File: src/rtl/mmio_responder.sv
// Memory-mapped I/O responder for the core's data-memory port: UART RX FIFO and TX holding
// register, cycle/instruction counters and a counter-reset register behind a 1-cycle read port.
module mmio_responder #(
    parameter int unsigned RX_DEPTH       = 4,
    parameter logic [3:0]  IO_BASE_NIBBLE = 4'h8
) (
    input  logic        clk,
    input  logic        rst,
    input  logic [31:0] addr,
    input  logic        re,
    input  logic        we,
    input  logic [31:0] wdata,
    input  logic [3:0]  wmask,
    input  logic        inst_retired,
    output logic [31:0] rdata,
    input  logic [7:0]  uart_rx_data,
    input  logic        uart_rx_valid,
    output logic        uart_rx_ready,
    output logic [7:0]  uart_tx_data,
    output logic        uart_tx_valid,
    input  logic        uart_tx_ready
);

    localparam int unsigned PTR_W = (RX_DEPTH > 1) ? $clog2(RX_DEPTH) : 1;
    localparam int unsigned CNT_W = PTR_W + 1;

    // Register map as word indices, i.e. addr[7:2].
    localparam logic [5:0] OFF_STATUS  = 6'h00;
    localparam logic [5:0] OFF_RX_DATA = 6'h01;
    localparam logic [5:0] OFF_TX_DATA = 6'h02;
    localparam logic [5:0] OFF_CYCLE   = 6'h04;
    localparam logic [5:0] OFF_INST    = 6'h05;
    localparam logic [5:0] OFF_CNT_RST = 6'h06;

    logic             sel;
    logic [5:0]       word_off;
    logic             rd_req;
    logic             wr_req;
    logic             wr_any_lane;
    logic             status_wr;
    logic             tx_wr;
    logic             tx_accept;
    logic             cnt_rst;

    logic [7:0]       rx_mem_q [RX_DEPTH];
    logic [7:0]       rx_mem_d [RX_DEPTH];
    logic [PTR_W-1:0] rx_rd_ptr_q;
    logic [PTR_W-1:0] rx_rd_ptr_d;
    logic [PTR_W-1:0] rx_wr_ptr_q;
    logic [PTR_W-1:0] rx_wr_ptr_d;
    logic [CNT_W-1:0] rx_count_q;
    logic [CNT_W-1:0] rx_count_d;
    logic             rx_empty;
    logic             rx_full;
    logic             rx_push;
    logic             rx_pop;

    logic [31:0]      rdata_q;
    logic [31:0]      rdata_d;
    logic [7:0]       tx_data_q;
    logic [7:0]       tx_data_d;
    logic             tx_valid_q;
    logic             tx_valid_d;
    logic             tx_overflow_q;
    logic             tx_overflow_d;
    logic [31:0]      cycle_cnt_q;
    logic [31:0]      cycle_cnt_d;
    logic [31:0]      inst_cnt_q;
    logic [31:0]      inst_cnt_d;

    logic             unused_bits;

    assign unused_bits = ^{addr[27:8], addr[1:0], wdata[31:8]};

    // A simultaneous re/we is treated as a write only: no read data, no pop.
    assign sel         = (addr[31:28] == IO_BASE_NIBBLE);
    assign word_off    = addr[7:2];
    assign wr_req      = we && sel;
    assign rd_req      = re && !we && sel;
    assign wr_any_lane = |wmask;

    assign status_wr = wr_req && (word_off == OFF_STATUS) && wr_any_lane;
    assign tx_wr     = wr_req && (word_off == OFF_TX_DATA) && wmask[0];
    assign cnt_rst   = wr_req && (word_off == OFF_CNT_RST) && wr_any_lane;

    // Handshakes: a byte moves on a cycle where valid && ready are both high at the clock edge;
    // valid never depends combinationally on ready, and the data is held stable while valid.
    assign rx_empty  = (rx_count_q == '0);
    assign rx_full   = (rx_count_q == CNT_W'(RX_DEPTH));
    assign rx_push   = uart_rx_valid && !rx_full;
    assign rx_pop    = rd_req && (word_off == OFF_RX_DATA) && !rx_empty;
    assign tx_accept = !tx_valid_q || uart_tx_ready;

    // Read data is sampled from the current state, before this cycle's pop or count update.
    always_comb begin
        rdata_d = '0;
        if (rd_req) begin
            case (word_off)
                OFF_STATUS:  rdata_d = {29'b0, tx_overflow_q, !rx_empty, !tx_valid_q};
                OFF_RX_DATA: begin
                    if (!rx_empty) begin
                        rdata_d = {24'b0, rx_mem_q[rx_rd_ptr_q]};
                    end
                end
                OFF_CYCLE:   rdata_d = cycle_cnt_q;
                OFF_INST:    rdata_d = inst_cnt_q;
                default:     rdata_d = '0;
            endcase
        end
    end

    always_comb begin
        rx_mem_d    = rx_mem_q;
        rx_wr_ptr_d = rx_wr_ptr_q;
        rx_rd_ptr_d = rx_rd_ptr_q;
        if (rx_push) begin
            rx_mem_d[rx_wr_ptr_q] = uart_rx_data;
            rx_wr_ptr_d           = rx_wr_ptr_q + 1'b1;
        end
        if (rx_pop) begin
            rx_rd_ptr_d = rx_rd_ptr_q + 1'b1;
        end
        rx_count_d = rx_count_q + CNT_W'(rx_push) - CNT_W'(rx_pop);
    end

    always_comb begin
        tx_data_d     = tx_data_q;
        tx_valid_d    = tx_valid_q;
        tx_overflow_d = tx_overflow_q;
        if (tx_wr) begin
            if (tx_accept) begin
                tx_data_d  = wdata[7:0];
                tx_valid_d = 1'b1;
            end else begin
                tx_overflow_d = 1'b1;
            end
        end else if (tx_valid_q && uart_tx_ready) begin
            tx_valid_d = 1'b0;
        end
        if (status_wr) begin
            tx_overflow_d = 1'b0;
        end
    end

    always_comb begin
        if (cnt_rst) begin
            cycle_cnt_d = '0;
            inst_cnt_d  = '0;
        end else begin
            cycle_cnt_d = cycle_cnt_q + 32'd1;
            inst_cnt_d  = inst_cnt_q + {31'b0, inst_retired};
        end
    end

    always_ff @(posedge clk) begin
        if (rst) begin
            rdata_q       <= '0;
            rx_rd_ptr_q   <= '0;
            rx_wr_ptr_q   <= '0;
            rx_count_q    <= '0;
            tx_data_q     <= '0;
            tx_valid_q    <= 1'b0;
            tx_overflow_q <= 1'b0;
            cycle_cnt_q   <= '0;
            inst_cnt_q    <= '0;
        end else begin
            rdata_q       <= rdata_d;
            rx_rd_ptr_q   <= rx_rd_ptr_d;
            rx_wr_ptr_q   <= rx_wr_ptr_d;
            rx_count_q    <= rx_count_d;
            tx_data_q     <= tx_data_d;
            tx_valid_q    <= tx_valid_d;
            tx_overflow_q <= tx_overflow_d;
            cycle_cnt_q   <= cycle_cnt_d;
            inst_cnt_q    <= inst_cnt_d;
        end
    end

    // Storage needs no reset: a slot is only ever read after it was pushed.
    always_ff @(posedge clk) begin
        rx_mem_q <= rx_mem_d;
    end

    assign rdata         = rdata_q;
    assign uart_rx_ready = !rx_full;
    assign uart_tx_data  = tx_data_q;
    assign uart_tx_valid = tx_valid_q;

endmodule

File: config.mk
export PLATFORM = sky130hd
export DESIGN_NAME = mmio_responder
export DESIGN_NICKNAME = d
export VERILOG_FILES = /design/src/rtl/mmio_responder.sv
export SDC_FILE = /design/constraint.sdc
export NUM_CORES = 1
export LEC_CHECK = 0
export ABC_CLOCK_PERIOD_IN_PS = 4300
export BUFFER_PORTS_ARGS = -buffer_cell sky130_fd_sc_hd__clkbuf_2
export CORE_MARGIN = 8
export CORE_UTILIZATION = 28
export CTS_CLUSTER_DIAMETER = 80
export DETAILED_ROUTE_END_ITERATION = 8
export PLACE_DENSITY = 0.46
export SYNTH_ARGS = -nofsm -noshare
export SYNTH_HDL_FRONTEND = slang
export SYNTH_SLANG_ARGS = --single-unit
File: constraint.sdc
create_clock -name clk -period 4.3 [get_ports clk]
set_input_delay 0.43 -clock clk [delete_from_list [all_inputs] [get_ports clk]]
set_output_delay 0.43 -clock clk [all_outputs]
set_load 0.01 [all_outputs]
==> results of run 1 <==
worst register-to-register path, cell delays in order (launching register included):
cell and delay, ps:
dfxtp_1 340, ha_1 210, ha_1 220, nand3_1 160, or4_1 790, or4_1 590, a21oi_1 170
area by class of cell:
type,count,area [sq um],share of cell area [%]
Inverter,20,75.1,1.03
Sequential cell,145,3220,44.2
Clock inverter,15,158,2.16
Multi-Input combinational cell,407,2640,36.2
Tap cell,280,350,4.80
Timing Repair Buffer,82,420,5.76
Clock buffer,17,425,5.83
path summary, 6_finish.rpt:
check,end,slack [ps]
worst max-delay path,inst_cnt_q[22],1760
worst min-delay path,rx_mem_q[20],220
worst max register to register,inst_cnt_q[22],1760
worst min register to register,inst_cnt_q[31],480
layer usage:
| layer | vias to the layer above | track usage (%) |
|---|---|---|
| met3 | 17 | 3.48 |
| met4 | 0 | 5.04 |
| met5 | - | 0 |
| met2 | 129 | 20.6 |
| met1 | 2368 | 13.9 |
| li1 | 2391 | - |
registers in the layout, indices dropped and copies added, names as in the netlist:
register / flops
rx_mem_q: 32
tx_overflow_q: 1
inst_cnt_q: 32
rx_count_q: 3
rx_wr_ptr_q: 2
uart_tx_data: 8
cycle_cnt_q: 32
rx_rd_ptr_q: 2
uart_tx_valid: 1
rdata: 32
logic make-up after synthesis:
logic type	synth area share, %
fa+ha+maj	2.18
simple gates	20.0
xor+xnor	3.88
buf+inv	3.80
flops	52.9
compound gates	14.3
mux	2.96
power by group:
part	switching (W)	leakage, nW	internal (W)	total, W
Clock	0.000606	0.275	0.000859	0.00146
Combinational	0.0000903	0.879	0.0000661	0.000156
Sequential	0.0000217	1.21	0.00144	0.00146
Total	0.000718	2.36	0.00236	0.00308
metrics by stage:
stage               instance area, sq um  util, %  instances
floorplan                           6090        -        611
global route                        7290     33.8        966
detailed placement                  6710     31.1        934
global placement                    6710     31.1        934
finish                              7290     33.8        966
CTS                                 7290     33.8        966
synth_stat cells (all sizes together), types with 2 or more instances:
cell type | number | share of area [%]
nand3b | 2 | 0.25
mux4 | 8 | 3.0
inv | 20 | 1.2
and4b | 3 | 0.49
nor2b | 2 | 0.21
nor2 | 65 | 4.0
nor3 | 8 | 0.66
clkbuf | 28 | 1.7
buf | 11 | 0.84
xnor2 | 23 | 3.3
nand4 | 11 | 1.3
nor4b | 3 | 0.53
and4 | 4 | 0.58
o31ai | 27 | 3.3
or3 | 15 | 1.5
and3 | 7 | 0.72
xor2 | 4 | 0.58
edfxtp | 32 | 16
a22oi | 34 | 4.2
nand3 | 30 | 2.5
nand2 | 27 | 1.7
a21oi | 57 | 4.7
o21ai | 20 | 1.6
ha | 9 | 1.8
dfxtp | 113 | 37
nor4 | 5 | 0.51
or4 | 33 | 4.1
==> metrics.md, run 1 <==
| Metric | Value |
|---|---|
| Worst hold path depth | `1` |
| Tcrit/Tclk final | `59.1%` |
| Layout cells sized above 1 | `18.4%` |
| Die ar. | `26700 sq um` |
| Critical Path End Type | `register` |
| FF-to-FF path depth | `6` |
| Share of flip-flops with an asynchronous set or reset | `0%` |
| Synth unique cells | `43` |
| Final setup violation count | `0` |
| Tmin final | `2540 ps` |
| DR vias/cell | `5.08` |
| Synthesized instance count | `611` |
| Overall Power | `0.00308 W` |
| Slowest CP cell | `or4_1` |
| Met2 Routed Length | `7910 microns` |
| Hold slack final | `219 ps` |
| H-tree depth | `4` |
| CTS sink cnt | `145` |
| Setup TNS | `0 ps` |
| Remaining global-route overflow | `0` |
| CTS tree | `built` |
| Wire length on met3 | `857 microns` |
| CP max stage delay | `790 ps` |
| ANT cells | `0` |
| Clk buf depth | `2` |
| Gr usage total | `12.0%` |
| CTS Hold Bufs | `0` |
| Nets | `766` |
| CP max FO | `19` |
| Power density over cell area | `423 nW/um^2` |
| Hpwl dp | `11100 microns` |
| Post-DR wirelength/cell | `16.4 microns` |
| Ys Warns | `0` |
| Max layer used | `met4` |
| Mean Syn Cell Area | `9.97 sq um` |
| Port buffer count | `78` |
| Clock skew | `8.68 ps` |
| Hold_sp | `uart_rx_data[4]` |
| Status | `complete, no violations` |
| CTS clk-pin slew, worst paths | `60 ps` |
| DR pass1 iterations | `5` |
| DP Worst Slack | `1470 ps` |
| Largest net degree at the start of global routing | `43` |
| Iter 0 DRT Violations | `200` |
| Post-Route WL | `15800 microns` |
| DRT antenna net count | `0` |
| Critical path class | `register to register` |
| Clock Tree Root | `clkbuf_16` |
| Slew Limit Fails | `0` |
| Worst r2r src | `inst_cnt_q[0]` |
| Clk_lat worst skew | `420 ps` |
| Stages on worst setup path | `6` |
| Slew headroom | `36.1%` |
| Setup Buffers After CTS | `0` |
| Max-capacitance violation count | `0` |
| RePlAce Congestion | `0.759` |
| CP cell instances | `ha_1, ha_1, nand3_1, or4_1, or4_1, a21oi_1` |
| Fmax achieved | `393 MHz` |
| Met1 WL | `6820 microns` |
| Netlist Area Pre-Place | `6090 sq um` |
| VDD IR-drop max | `286 uV` |
| P_leak | `2.36 nW` |
| Most used DFF post-synth | `dfxtp_1` |
| Starting Density | `28.3%` |
| Most frequent cells in the layout | `dfxtp_1, clkbuf_2, nor2_1, a21oi_1, a22oi_1` |
| Vias in the first global route | `4984` |
| Layout area overhead | `19.8%` |
| CP startpoint kind | `register` |
| Final hold violations | `0` |
| Syn nets | `704` |
| Fillcell total | `2156` |
| Worst Path Required | `4650 ps` |
| Post-synth EDFFs | `32` |
| Critical Path AT | `2890 ps` |
| Register area share after synthesis | `52.9%` |
| Core ar. | `21600 sq um` |
| Setup repair after global routing missed its margin | `no` |
| First-pass GRT wire length | `25400 microns` |
| CP bufs+invs | `0` |
| Resize count post-CTS | `0` |
| Rows | `54` |
| CTS Buf Count | `17` |
| DIE WIDTH | `163 microns` |
| Final WS setup | `1760 ps` |
| Worst Setup SP | `inst_cnt_q[0]` |
| Top Ports | `125` |
| Initial antenna violation count | `0` |
| Commonest non-fill, non-tap cell in the layout | `dfxtp_1` |
| Worst Tran Pin Value | `957 ps` |
| Die height | `163 microns` |
| Worst hold path class | `primary input to register` |
| Register bit total from synthesis | `145` |
| Vias | `4905` |
| DRC violations left | `0` |
| Worst path top cell family by delay | `simple AND/OR/NAND/NOR gates` |
Note: power is estimated with default switching activity, not from simulation.
==> inputs of run 2 (changes only) <==
- ABC_AREA: default -> 1
- ABC_CLOCK_PERIOD_IN_PS: 4300 -> 2500
- clock period: 4.3 -> 2.5 ns (I/O delays scaled with it)
==> run 2 against run 1 <==
Compared with the run above: synthesized area up 13%; largest cell class unchanged; count of clock-buffer cells in the layout unchanged; critical path type unchanged; clock skew about the same; largest power group is now clock; die area up 12%; routed wire length up 19%.
==> metrics.md, run 2 <==
| Metric | Value |
|---|---|
| Vias in the first global route | `6015` |
| ANT cells | `0` |
| Register bit total from synthesis | `145` |
| Syn nets | `1069` |
| Nets | `1155` |
| Iter 0 DRT Violations | `304` |
| Layout cells sized above 1 | `13.8%` |
| H-tree depth | `4` |
| Clk buf depth | `2` |
| Setup TNS | `0 ps` |
| Worst path top cell family by delay | `adder cells` |
| Clk_lat worst skew | `430 ps` |
| Status | `complete, no violations` |
| Multi-input logic area | `3140 sq um` |
| Synthesized instance count | `976` |
| Starting Density | `28.4%` |
| Rows | `57` |
| Setup Buffers After CTS | `0` |
| Tmin final | `2070 ps` |
| Layout area overhead | `19.0%` |
| Remaining global-route overflow | `0` |
| Port buffer count | `78` |
| Top-area cell type share of the netlist area | `32.8%` |
| Hold slack final | `29.3 ps` |
| P_leak | `2.93 nW` |
| Top Ports | `125` |
| Setup repair after global routing missed its margin | `no` |
| Largest net degree at the start of global routing | `55` |
| Post-DR wirelength/cell | `13.5 microns` |
| Power density over cell area | `644 nW/um^2` |
| Worst Tran Pin Value | `682 ps` |
| Critical path class | `register to register` |
| Share of flip-flops with an asynchronous set or reset | `0%` |
| Die height | `173 microns` |
| Synth unique cells | `32` |
| Register Area | `3220 sq um` |
| CTS tree | `built` |
| Initial antenna violation count | `0` |
| Synth area leader | `dfxtp_1` |
| Most used DFF post-synth | `dfxtp_1` |
| Tcrit/Tclk final | `82.9%` |
| Critical Path AT | `2400 ps` |
| Clock Tree Root | `clkbuf_16` |
| Core ar. | `24200 sq um` |
| Gr usage total | `12.9%` |
| Post-synth top cells | `nand2_1, nor2_1, dfxtp_1` |
| DR vias/cell | `4.30` |
| Slew headroom | `54.5%` |
| Post-Route WL | `18900 microns` |
| Die ar. | `29900 sq um` |
| Most frequent cells in the layout | `nand2_1, nor2_1, dfxtp_1, inv_1, clkbuf_2` |
| Netlist Area Pre-Place | `6890 sq um` |
| Worst hold path class | `primary input to register` |
| CTS sink cnt | `145` |
| Worst Path Required | `2830 ps` |
| Register area share after synthesis | `46.8%` |
| Post-synth EDFFs | `32` |
| First-pass GRT wire length | `31200 microns` |
| CP max FO | `9` |
| CP cell instances | `inv_1, nand3_1, nand2_1, ha_1, inv_1, ha_1, fa_1, o21ai_0, a21oi_1` |
| CP bufs+invs | `2` |
| Clock skew | `8.92 ps` |
| Fmax achieved | `482 MHz` |
| Slew Limit Fails | `0` |
| Hpwl dp | `14200 microns` |
| Ys Warns | `0` |
| Max-capacitance violation count | `0` |
| DIE WIDTH | `173 microns` |
| Mean Syn Cell Area | `7.06 sq um` |
| Final hold violations | `0` |
| DRC violations left | `0` |
| DRT antenna net count | `0` |
| CTS clk-pin slew, worst paths | `70 ps` |
| Critical Path End Type | `register` |
| DR pass1 iterations | `5` |
| CTS Hold Bufs | `0` |
| Vias | `6018` |
| CP startpoint kind | `register` |
| RePlAce Congestion | `0.833` |
| CP max stage delay | `380 ps` |
| Slowest CP cell | `dfxtp_1` |
| Count leader, synth | `nand2_1` |
| Main area contributors after synthesis | `dfxtp_1, nand2_1, edfxtp_1` |
| CTS Buf Count | `17` |
| Fillcell total | `2707` |
| Commonest non-fill, non-tap cell in the layout | `nand2_1` |
| Final setup violation count | `0` |
| VDD IR-drop max | `335 uV` |
| Resize count post-CTS | `0` |
[run 2: cell count changes after synthesis, moves of 15 or more]
cell	delta
nor2_1	+128
or3_1	-15
a21oi_1	+20
nand2_1	+294
inv_1	+75
xnor2_1	-15
or4_1	-32
o31ai_1	-27
clkbuf_1	-27
a22oi_1	-34
[run 2: cell type report]
cell class                 instances  area share, %
clock buffer                      17           5.19
sequential                       145           39.3
timing repair buffer              88           5.68
multi-input combinational        712           38.3
clock inverter                    15           2.09
inverter                          98           4.50
tap                              324           4.95
[run 2: report_power, final]
part           total (W)  switching (W)  internal (W)
clock            0.00256        0.00121       0.00135
combinational   0.000235       0.000149     0.0000860
sequential       0.00248      0.0000301       0.00245
total            0.00528        0.00139       0.00389
[run 2: cell families (layout without fill, tap and decap cells)]
kind of cell / Yosys count / count (layout) / synth area share (%)
xor+xnor: 12 / 12 / 1.53
buf+inv: 119 / 218 / 7.63
flops: 145 / 145 / 46.8
compound gates: 104 / 104 / 7.69
simple gates: 586 / 586 / 34.4
fa+ha+maj: 10 / 10 / 1.93
[run 2: metal layers]
metal	part of all wire, %	vias to the layer above	GRT usage (%)
li1	-	3229	-
met4	1.4	0	4.56
met5	0	-	0
met1	49	2647	16.6
met3	4.5	26	3.20
met2	45	116	20.9
[run 2: path summary, 6_finish.rpt]
path / start / to / depth (start not counted) / slack (ps)
setup reg to reg: rx_count_q[1] / rx_count_q[2] / 9 / 430
hold reg to reg: inst_cnt_q[31] / inst_cnt_q[31] / 2 / 490
setup / recovery: rx_count_q[1] / rx_count_q[2] / 9 / 430
hold / removal: uart_rx_data[7] / rx_mem_q[31] / 1 / 30
[run 2: through the flow]
step                util [%]  power, W  setup slack [ps]  instances  instance area (sq um)
detailed placement      31.3   0.00278               458       1367                   7600
global placement        31.3   0.00278               478       1367                   7600
floorplan                  -   0.00268               578        976                   6890
CTS                     33.8   0.00535               427       1399                   8200
global route            33.8   0.00548               204       1399                   8200
finish                  33.8   0.00528               427       1399                   8200
==> inputs of run 3 (changes only) <==
- ABC_AREA: 1 -> 0
- ABC_CLOCK_PERIOD_IN_PS: 2500 -> 1800
- PLACE_DENSITY: 0.46 -> 0.48
- clock period: 2.5 -> 1.8 ns (I/O delays scaled with it)
==> run 3 against run 2 <==
Compared with the run above: the flow now finishes with violations (setup timing); utilization increased by 6.6 points; cell count fell by 22%; global-route usage rose by 0.27 points; hold slack improved by 120 ps; total power up 47%; via count decreased by 9.7%; worst setup slack worse by 630 ps; sequential power increased by 41%; fmax rose by 3.5%; highest routed layer unchanged.
==> metrics.md, run 3 (synthesis results as in run 1) <==
| Metric | Value |
|---|---|
| Status | `finished with violations` |
| Failing checks | `setup timing` |
| Critical path class | `register to register` |
| Die height | `163 microns` |
| Placed cells | `1029` |
| Post-DR wirelength/cell | `16.1 microns` |
| Vias in the first global route | `5482` |
| Critical Path AT | `2360 ps` |
| DIE WIDTH | `163 microns` |
| CP max FO | `8` |
| Tmin final | `2000 ps` |
| Critical Path End Type | `register` |
| Clock share of power | `47.4%` |
| Vias | `5437` |
| Core ar. | `21600 sq um` |
| Finished Layout Cells | `1098` |
| Starting Density | `28.3%` |
| Hold slack final | `146 ps` |
| Layout cells sized above 1 | `37.8%` |
| Worst r2r dst | `inst_cnt_q[30]` |
| CTS Buf Count | `17` |
| Hold_sp | `inst_retired` |
| P_sw | `0.00179 W` |
| Gr usage total | `13.2%` |
| Commonest non-fill, non-tap cell in the layout | `buf_4` |
| P_leak | `3.10 nW` |
| Final setup violation count | `20` |
| Setup repair after global routing missed its margin | `yes` |
| DRC violations left | `0` |
| Slew headroom | `62.7%` |
| Placed instance area | `7610 sq um` |
| Max-capacitance violation count | `0` |
| RePlAce Congestion | `0.833` |
| Worst r2r src | `inst_cnt_q[0]` |
| Worst Tran Pin Value | `557 ps` |
| Layout Cell Area excl Fill | `8720 sq um` |
| Clk_lat worst skew | `430 ps` |
| DR vias/cell | `4.95` |
| CTS sink cnt | `145` |
| VDD IR-drop max | `625 uV` |
| Power density over cell area | `889 nW/um^2` |
| R2R Setup Slk | `-200 ps` |
| Most frequent cells in the layout | `buf_4, dfxtp_1, clkbuf_2, nor2_1, a21oi_1` |
| H-tree depth | `4` |
| Fmax achieved | `499 MHz` |
| Worst hold path depth | `4` |
| Hold endpoint | `inst_cnt_q[0]` |
| Die ar. | `26700 sq um` |
| Final WS setup | `-202 ps` |
| CP startpoint kind | `register` |
| CTS tree | `built` |
| Net Sw Frac | `23.1%` |
| Largest net degree at the start of global routing | `34` |
| Clk buf depth | `2` |
| Initial antenna violation count | `0` |
| DRT antenna net count | `0` |
| Clock Tree Root | `clkbuf_16` |
| Slew Limit Fails | `0` |
| Comb power frac | `7.5%` |
| Remaining global-route overflow | `0` |
| Tcrit/Tclk final | `111%` |
| Nets | `898` |
| CTS clk-pin slew, worst paths | `60 ps` |
| Iter 0 DRT Violations | `285` |
| Seq pwr share | `45.1%` |
| Clock skew | `5.99 ps` |
| Final hold violations | `0` |
| Port buffer count | `78` |
| Rows | `54` |
| Worst Path Required | `2160 ps` |
| First-pass GRT wire length | `27900 microns` |
| Layout area overhead | `43.2%` |
| FF-to-FF path depth | `7` |
| Int Pwr | `0.00596 W` |
| Post-Route WL | `17600 microns` |
| ANT cells | `0` |
| DR pass1 iterations | `5` |
| Top Ports | `125` |
| Worst hold path class | `primary input to register` |
| Hpwl dp | `11900 microns` |
run 3: cell types whose count changed in the layout (fill, tap and decap cells not counted), sizes merged, moves of 16 or more:
cell         previous run  this run
a22oi                   0        34
or4                     0        35
nor2                  210        65
inv                   107        26
a21oi                  78        57
dlygate4sd3             0        16
o31ai                   0        27
nand2                 326        27
buf                    10       118
run 3: layer usage:
| layer | global-route usage (%) | vias to the layer above | share of wire (%) |
|---|---|---|---|
| met3 | 4.06 | 22 | 5.2 |
| met1 | 14.9 | 2623 | 42 |
| li1 | - | 2660 | - |
| met4 | 4.71 | 0 | 1.8 |
| met2 | 23.1 | 132 | 51 |
| met5 | 0 | - | 0 |
run 3: worst max path at each step:
stage / slack [ps] / cells past startpoint / startpoint / endpoint
floorplan: -170 / 8 / rx_count_q[1] / rx_count_q[1]
global placement: -220 / 9 / addr[3] / rx_count_q[1]
detailed placement: -290 / 10 / addr[3] / rx_count_q[2]
CTS: -220 / 7 / inst_cnt_q[0] / inst_cnt_q[30]
global route: -260 / 7 / inst_cnt_q[0] / inst_cnt_q[30]
finish: -200 / 7 / inst_cnt_q[0] / inst_cnt_q[30]
run 3: stage by stage:
step           setup slack, ps  utilization [%]  setup TNS, ps  total power (W)
2_1_floorplan             -173                -          -1170          0.00384
3_3_place_gp              -223             35.3          -5940          0.00407
3_5_place_dp              -286             35.3          -7310          0.00410
4_1_cts                   -224             39.8          -3210          0.00784
5_1_grt                   -262             40.5          -3470          0.00805
6_report                  -202             40.5          -2200          0.00775
run 3: what timing repair did:
| action | CTS | global route |
|---|---|---|
| hold buffers | 16 | 0 |
| buffers inserted | 13 | 7 |
| hold endpoints to repair | 40 | 0 |
| endpoints found under the setup margin | 32 | 37 |
| pin swaps | 13 | 15 |
| gates cloned | 4 | 0 |
| resized for setup | 20 | 34 |
run 3: area by class of cell:
class,instances,area (sq um)
Fill cell,2085,12800
Sequential cell,145,3250
Multi-Input combinational cell,409,2910
Timing Repair Buffer,212,1520
Clock buffer,19,433
Tap cell,280,350
Clock inverter,13,174
Inverter,20,77.6
run 3: power by group through the flow:
stage / combinational (W) / clock (W) / sequential [W]
after global routing: 0.000635 / 0.00391 / 0.00351
after global placement: 0.000512 / 0 / 0.00356
after detailed placement: 0.000532 / 0 / 0.00357
after floorplan: 0.000275 / 0 / 0.00356
after CTS: 0.000572 / 0.00377 / 0.00350
final: 0.000580 / 0.00367 / 0.00350
run 3: critical path, cell delays in order, from the launching register on:
cell and delay (ps):
dfxtp_2 350, ha_4 170, ha_4 150, nand3_4 80, or4_4 440, buf_6 160, or4_4 480, a21oi_2 120
